$ cat config.mk
export PLATFORM = sky130hd
export DESIGN_NAME = spi_adc_reader
export DESIGN_NICKNAME = d
export VERILOG_FILES = /design/src/rtl/spi_adc_pkg.sv /design/src/rtl/spi_half_tick.sv /design/src/rtl/spi_adc_reader.sv
export SDC_FILE = /design/constraint.sdc
export NUM_CORES = 1
export LEC_CHECK = 0
export ABC_AREA = 1
export ABC_CLOCK_PERIOD_IN_PS = 2300
export BUFFER_PORTS_ARGS = -buffer_cell sky130_fd_sc_hd__buf_2
export CAP_MARGIN = 20
export CORE_MARGIN = 2
export CORE_UTILIZATION = 52
export CTS_CLUSTER_SIZE = 14
export DETAILED_ROUTE_END_ITERATION = 16
export PLACE_DENSITY = 0.76
export SLEW_MARGIN = 20
export SYNTH_ARGS = -nofsm -noshare
export SYNTH_HDL_FRONTEND = slang
export SYNTH_HIERARCHICAL = 1
export SYNTH_SLANG_ARGS = --single-unit
export TNS_END_PERCENT = 5
$ cat constraint.sdc
create_clock -name clk -period 2.3 [get_ports clk]
set_input_delay 0.345 -clock clk [delete_from_list [all_inputs] [get_ports clk]]
set_output_delay 0.345 -clock clk [all_outputs]
set_load 0.01 [all_outputs]
$ cat src/rtl/spi_adc_pkg.sv
// Shared types and constants for the two-channel 12-bit serial ADC reader.
//   state_t    : FSM states of spi_adc_reader
//   FRAME_BITS : SPI frame length (16 sclk cycles)
//   LEAD_BITS  : leading frame bits ahead of the conversion result
//   ADC_BITS   : conversion result width
//   CH0_ADDR / CH1_ADDR : channel address sent in frame bits 2..4
//   frame_bit() : control bit driven on mosi for a given channel and bit index
package spi_adc_pkg;

  typedef enum logic [1:0] {
    IDLE,
    CS_SETUP,
    SHIFT,
    CS_HOLD
  } state_t;

  localparam int unsigned FRAME_BITS = 16;
  localparam int unsigned LEAD_BITS  = 4;
  localparam int unsigned ADC_BITS   = 12;

  localparam int unsigned ADDR_W = 3;
  localparam logic [ADDR_W-1:0] CH0_ADDR = 3'b000;
  localparam logic [ADDR_W-1:0] CH1_ADDR = 3'b001;

  // Frame bit k (MSB first): address MSB..LSB sit at k = 2, 3, 4; all else 0.
  function automatic logic frame_bit(input logic ch, input logic [3:0] k);
    logic [ADDR_W-1:0] addr;
    addr = ch ? CH1_ADDR : CH0_ADDR;
    case (k)
      4'd2:    frame_bit = addr[2];
      4'd3:    frame_bit = addr[1];
      4'd4:    frame_bit = addr[0];
      default: frame_bit = 1'b0;
    endcase
  endfunction

endpackage

$ cat src/rtl/spi_half_tick.sv
// Half-period timebase for the SPI master.
// Counts 0..HALF_DIV-1 and raises tick during the terminal count.
//   clk     : system clock
//   reset   : synchronous, active-high
//   restart : force the count back to 0 (asserted on FSM state changes)
//   tick    : high for one clk at the end of every half-period
module spi_half_tick #(
  parameter int unsigned HALF_DIV = 25
) (
  input  logic clk,
  input  logic reset,
  input  logic restart,
  output logic tick
);

  localparam logic [15:0] TERM = 16'(HALF_DIV - 1);

  logic [15:0] cnt;

  assign tick = (cnt == TERM);

  always_ff @(posedge clk) begin
    if (reset || restart || tick) begin
      cnt <= '0;
    end else begin
      cnt <= cnt + 16'd1;
    end
  end

endmodule

$ cat src/rtl/spi_adc_reader.sv
// SPI master reading a two-channel 12-bit serial ADC (CPOL=1, CPHA=1,
// 16-bit frames). Channels alternate ch0, ch1, ch0, ... every frame; the top
// DATA_W bits of each 12-bit result are published with a one-clk valid pulse.
//   clk, reset   : system clock, synchronous active-high reset
//   enable       : level; frames run back-to-back while high (sampled in IDLE)
//   miso         : ADC serial data
//   sclk, cs_n   : SPI clock (idles high) and active-low chip select
//   mosi         : channel-address control bits
//   sample_1/2   : last ch0 / ch1 sample
//   sample_valid : one-clk pulse when a sample register updates
//   sample_ch    : channel of the last published sample
//   busy         : high whenever the FSM is not in IDLE
// Optional build macro SPI_ADC_FRAME_CHECK_EN adds frame_err, high in the
// sample_valid cycle when any of the 4 leading captured bits was nonzero.
module spi_adc_reader
  import spi_adc_pkg::*;
#(
  parameter int unsigned HALF_DIV = 25,
  parameter int unsigned DATA_W   = 8
) (
  input  logic              clk,
  input  logic              reset,
  input  logic              enable,
  input  logic              miso,
  output logic              sclk,
  output logic              cs_n,
  output logic              mosi,
  output logic [DATA_W-1:0] sample_1,
  output logic [DATA_W-1:0] sample_2,
  output logic              sample_valid,
  output logic              sample_ch,
  output logic              busy
`ifdef SPI_ADC_FRAME_CHECK_EN
  ,
  output logic              frame_err
`endif
);

  state_t                state;
  logic                  tick;
  logic                  leave;
  logic                  ch;
  logic [3:0]            bit_cnt;
  // Only the 12 result bits are kept: the 4 leading bits shift out the top.
  logic [ADC_BITS-1:0]   shreg;
`ifdef SPI_ADC_FRAME_CHECK_EN
  logic                  lead_nz;
`endif

  spi_half_tick #(
    .HALF_DIV (HALF_DIV)
  ) u_tick (
    .clk     (clk),
    .reset   (reset),
    .restart (leave),
    .tick    (tick)
  );

  // State exit this cycle; also restarts the half-period counter.
  always_comb begin
    leave = 1'b0;
    if (tick) begin
      case (state)
        IDLE:     leave = enable;
        CS_SETUP: leave = 1'b1;
        SHIFT:    leave = !sclk && (bit_cnt == 4'(FRAME_BITS - 1));
        CS_HOLD:  leave = 1'b1;
        default:  leave = 1'b1;
      endcase
    end
  end

  always_ff @(posedge clk) begin
    if (reset) begin
      state        <= IDLE;
      sclk         <= 1'b1;
      cs_n         <= 1'b1;
      mosi         <= 1'b0;
      sample_1     <= '0;
      sample_2     <= '0;
      sample_valid <= 1'b0;
      sample_ch    <= 1'b0;
      busy         <= 1'b0;
      ch           <= 1'b0;
      bit_cnt      <= '0;
      shreg        <= '0;
`ifdef SPI_ADC_FRAME_CHECK_EN
      lead_nz      <= 1'b0;
      frame_err    <= 1'b0;
`endif
    end else begin
      sample_valid <= 1'b0;
`ifdef SPI_ADC_FRAME_CHECK_EN
      frame_err    <= 1'b0;
`endif
      if (tick) begin
        case (state)
          IDLE: begin
            if (enable) begin
              state <= CS_SETUP;
              cs_n  <= 1'b0;
              sclk  <= 1'b1;
              mosi  <= 1'b0;
              busy  <= 1'b1;
            end
          end

          CS_SETUP: begin
            state   <= SHIFT;
            bit_cnt <= '0;
`ifdef SPI_ADC_FRAME_CHECK_EN
            lead_nz <= 1'b0;
`endif
          end

          SHIFT: begin
            if (sclk) begin
              // Falling edge: present control bit for this position.
              sclk <= 1'b0;
              mosi <= frame_bit(ch, bit_cnt);
            end else begin
              // Rising edge: capture ADC data, advance bit position.
              sclk    <= 1'b1;
              shreg   <= {shreg[ADC_BITS-2:0], miso};
              bit_cnt <= bit_cnt + 4'd1;
`ifdef SPI_ADC_FRAME_CHECK_EN
              if (bit_cnt < 4'(LEAD_BITS)) begin
                lead_nz <= lead_nz | miso;
              end
`endif
              if (leave) begin
                state <= CS_HOLD;
              end
            end
          end

          CS_HOLD: begin
            state        <= IDLE;
            cs_n         <= 1'b1;
            mosi         <= 1'b0;
            busy         <= 1'b0;
            sample_valid <= 1'b1;
            sample_ch    <= ch;
            if (ch) begin
              sample_2 <= shreg[ADC_BITS-1 -: DATA_W];
            end else begin
              sample_1 <= shreg[ADC_BITS-1 -: DATA_W];
            end
            ch <= ~ch;
`ifdef SPI_ADC_FRAME_CHECK_EN
            frame_err <= lead_nz;
`endif
          end

          default: state <= IDLE;
        endcase
      end
    end
  end

endmodule

==> metrics.txt <==
hold path startpoint=miso; CTS H-Tree Depth=3; area of the core=4750 um^2; uppermost layer routed=met4; Fin Setup TNS=0 ps; grt ovf=0; Final Hold Vio Count=0; Hold EP=shreg[0]$_SDFFE_PP0P_; Fmax=0.496 GHz; GPL Wtd Cong=0.916; Die Wd=74.4 um; HP Class=in -> reg; gr usage total=0.223; met3 routed WL=204 um; Lkg Pwr=1.26 nW; final worst slack=285 ps; worst hold stages=3; Top delay family on crit path=simple AND/OR/NAND/NOR gates; worst path arrival time=2230 ps; vias=2280; WP data required=2520 ps; ANT nets after route=0; final instance area=3000 um^2; CP max stage cell=nor4_4; Syn Inst Count=345; Total Die Area=5540 um^2; CTS sink cnt=57; final setup violating endpoints=0; Synth top area share=0.443; most instantiated cells after synthesis=nand2_1, dfxtp_1, nor2_1, inv_1, a21oi_1; Syn Std Cell Area=2580 um^2; pin count of the biggest net entering global routing=23; maximum vdd ir drop=511 uV; Core Util, Final=0.631; post-DR wirelength/cell=12.5 um; Final Max Tran Viols=0; placed cell areas=2750 um^2; sequential-to-total area share from yosys stat=0.443; pre-CTS WS=262 ps; cells on worst reg2reg path=9; first-pass GRT wire length=9220 um; critical-path cell list=inv_1 -> ha_1 -> nand2_1 -> nor4_4 -> o21ai_1 -> a21oi_1 -> nor2_1 -> nand2_4 -> a21oi_1; drt pass-1 iters=4; fin nets=388; CTS tree=yes; CP endpoint kind=flip-flop; Syn Nets=358; port bufs=25; end of the worst register-to-register path=u_tick/cnt[10]$_SDFF_PP0_; most frequent cell after synthesis=nand2_1; Die Y=74.4 um; Least-Margin Pin Slew=594 ps; layout filler cell count=450; FF+latch count, synth=57; CP bufs+invs=1; crit-path max FO=14; critical setup path kind=reg -> reg; Mean Syn Cell Area=7.47 um^2; r2r setup slk=290 ps; status=finished clean; Inserted Clock Buffers=9; Initial Util=0.542; Post-synth EDFFs=0; RSZ-0062 raised after global routing=no; area delta synth->final=16.4%; final wirelength=5570 um; max-cap viol count=0; max_slew headroom=0.604; reg-to-reg critical path startpoint=u_tick/cnt[0]$_SDFF_PP0_; Synth area leaders=dfxtp_1, nand2_1, a21oi_1; post-CTS setup buffers=0; Longest Clk Path Bufs=2; Via density=5.10; most frequent CP cell=a21oi_1; area leader, netlist=dfxtp_1; M1 wire length=2380 um; fraction of registers with async set/reset=0; Yosys Warn Count=6; Tmin final=2010 ps; DR WL met2=2850 um; CP Launch Type=flip-flop; layout cells sized above 1=0.197; vias in the first global route=2167; Distinct cells, synth=29; Clock Skews=10.2 ps; HPWL after DPL=3930 um; final std cells w/o fill=447; antenna violations before repair=0; n_diodes=0; crit share post-route=0.876; Root Buffer=clkbuf_8; FP Rows=25; slowest cell delay on critical path=390 ps; Worst-Skew Late Latency=340 ps; Placed Instances=431; I/O pin count=26; Pwr Density=712 nW/um^2; Synth Flop Type=dfxtp_1; DRT iter0 DRCs=70; CTS clk-pin slew, worst paths=60 ps; drc violations=0
per-layer routing:
| metal | track usage | up-vias |
|---|---|---|
| met1 | 0.246 | 1044 |
| met5 | 0 | - |
| met4 | 0.111 | 0 |
| li1 | - | 1173 |
| met2 | 0.388 | 47 |
| met3 | 0.0678 | 16 |
logic make-up (layout without fill, tap and decap cells):
group / Yosys count / count (layout) / synth area share
xor gates and xnor gates: 5 / 5 / 0.0170
DFF: 57 / 57 / 0.443
AOI/OAI and AO/OA: 67 / 67 / 0.138
adders and majority gates: 9 / 9 / 0.0437
and+or+nand+nor: 154 / 154 / 0.269
buffers and inverters: 53 / 88 / 0.0898
cell usage in the layout, fill, tap and decap left out:
cell | netlist | final
a211oi_1 | 1 | 1
a21oi_1 | 35 | 35
a21oi_2 | 4 | 4
a31oi_1 | 2 | 2
buf_2 | 4 | 25
buf_4 | 1 | 4
bufinv_16 | 0 | 2
clkbuf_8 | 0 | 12
clkinv_2 | 0 | 1
clkinv_4 | 0 | 1
dfxtp_1 | 57 | 57
ha_1 | 9 | 9
inv_1 | 38 | 38
inv_2 | 5 | 5
nand2_1 | 61 | 61
nand2_2 | 4 | 4
nand2_4 | 1 | 1
nand3_1 | 24 | 24
nand3_2 | 2 | 2
nand4_1 | 7 | 7
nor2_1 | 39 | 39
nor2_2 | 13 | 13
nor3_1 | 1 | 1
nor4_4 | 0 | 1
o21ai_0 | 21 | 21
o21ai_1 | 4 | 4
or2_0 | 1 | 1
xnor2_1 | 2 | 2
xor2_1 | 3 | 3
report_power, final:
| part | total (W) | internal [W] | switching [W] |
|---|---|---|---|
| Clock | 0.00110 | 0.000698 | 0.000399 |
| Sequential | 0.000997 | 0.000991 | 0.00000576 |
| Combinational | 0.0000432 | 0.0000131 | 0.0000301 |
registers in the layout (all words and copies together), names as in the netlist:
signal / flops
busy: 1
sclk: 1
bit_cnt: 4
sample_2: 8
ch: 1
state: 2
shreg: 12
sample_1: 8
sample_valid: 1
mosi: 1
u_tick/cnt: 16
sample_ch: 1
cs_n: 1
final cells by class:
type	count	area, um^2	area share
Clock inverter	4	73.8	0.0246
Timing Repair Buffer	29	155	0.0517
Sequential cell	57	1140	0.380
Clock buffer	12	165	0.0550
Multi-Input combinational cell	235	1220	0.407
Tap cell	67	83.8	0.0279
Inverter	43	161	0.0538
tightest hold or removal path: stages:
cell	delay, ps
buf_2	100
nand3_1	70
a21oi_1	70
metrics by stage:
stage | hold WS (ps) | total power (W)
floorplan | 437 | 0.00106
global placement | 450 | 0.00106
detailed placement | 458 | 0.00106
CTS | 306 | 0.00216
global route | 309 | 0.00220
finish | 312 | 0.00214
what timing repair did:
action | in CTS | in global routing
resized for setup | 0 | 1
endpoints found under the setup margin | 0 | 3
hold buffers | 0 | 0
worst max-delay path by stage:
stage,cells after the start,endpoint,startpoint
after floorplan,10,u_tick/cnt[8]$_SDFF_PP0_,u_tick/cnt[0]$_SDFF_PP0_
final,9,u_tick/cnt[10]$_SDFF_PP0_,u_tick/cnt[0]$_SDFF_PP0_
after global placement,9,u_tick/cnt[10]$_SDFF_PP0_,u_tick/cnt[0]$_SDFF_PP0_
after detailed placement,9,u_tick/cnt[10]$_SDFF_PP0_,u_tick/cnt[0]$_SDFF_PP0_
after global routing,9,u_tick/cnt[10]$_SDFF_PP0_,u_tick/cnt[0]$_SDFF_PP0_
after CTS,9,u_tick/cnt[10]$_SDFF_PP0_,u_tick/cnt[0]$_SDFF_PP0_
(Power assumes the default switching activity.)
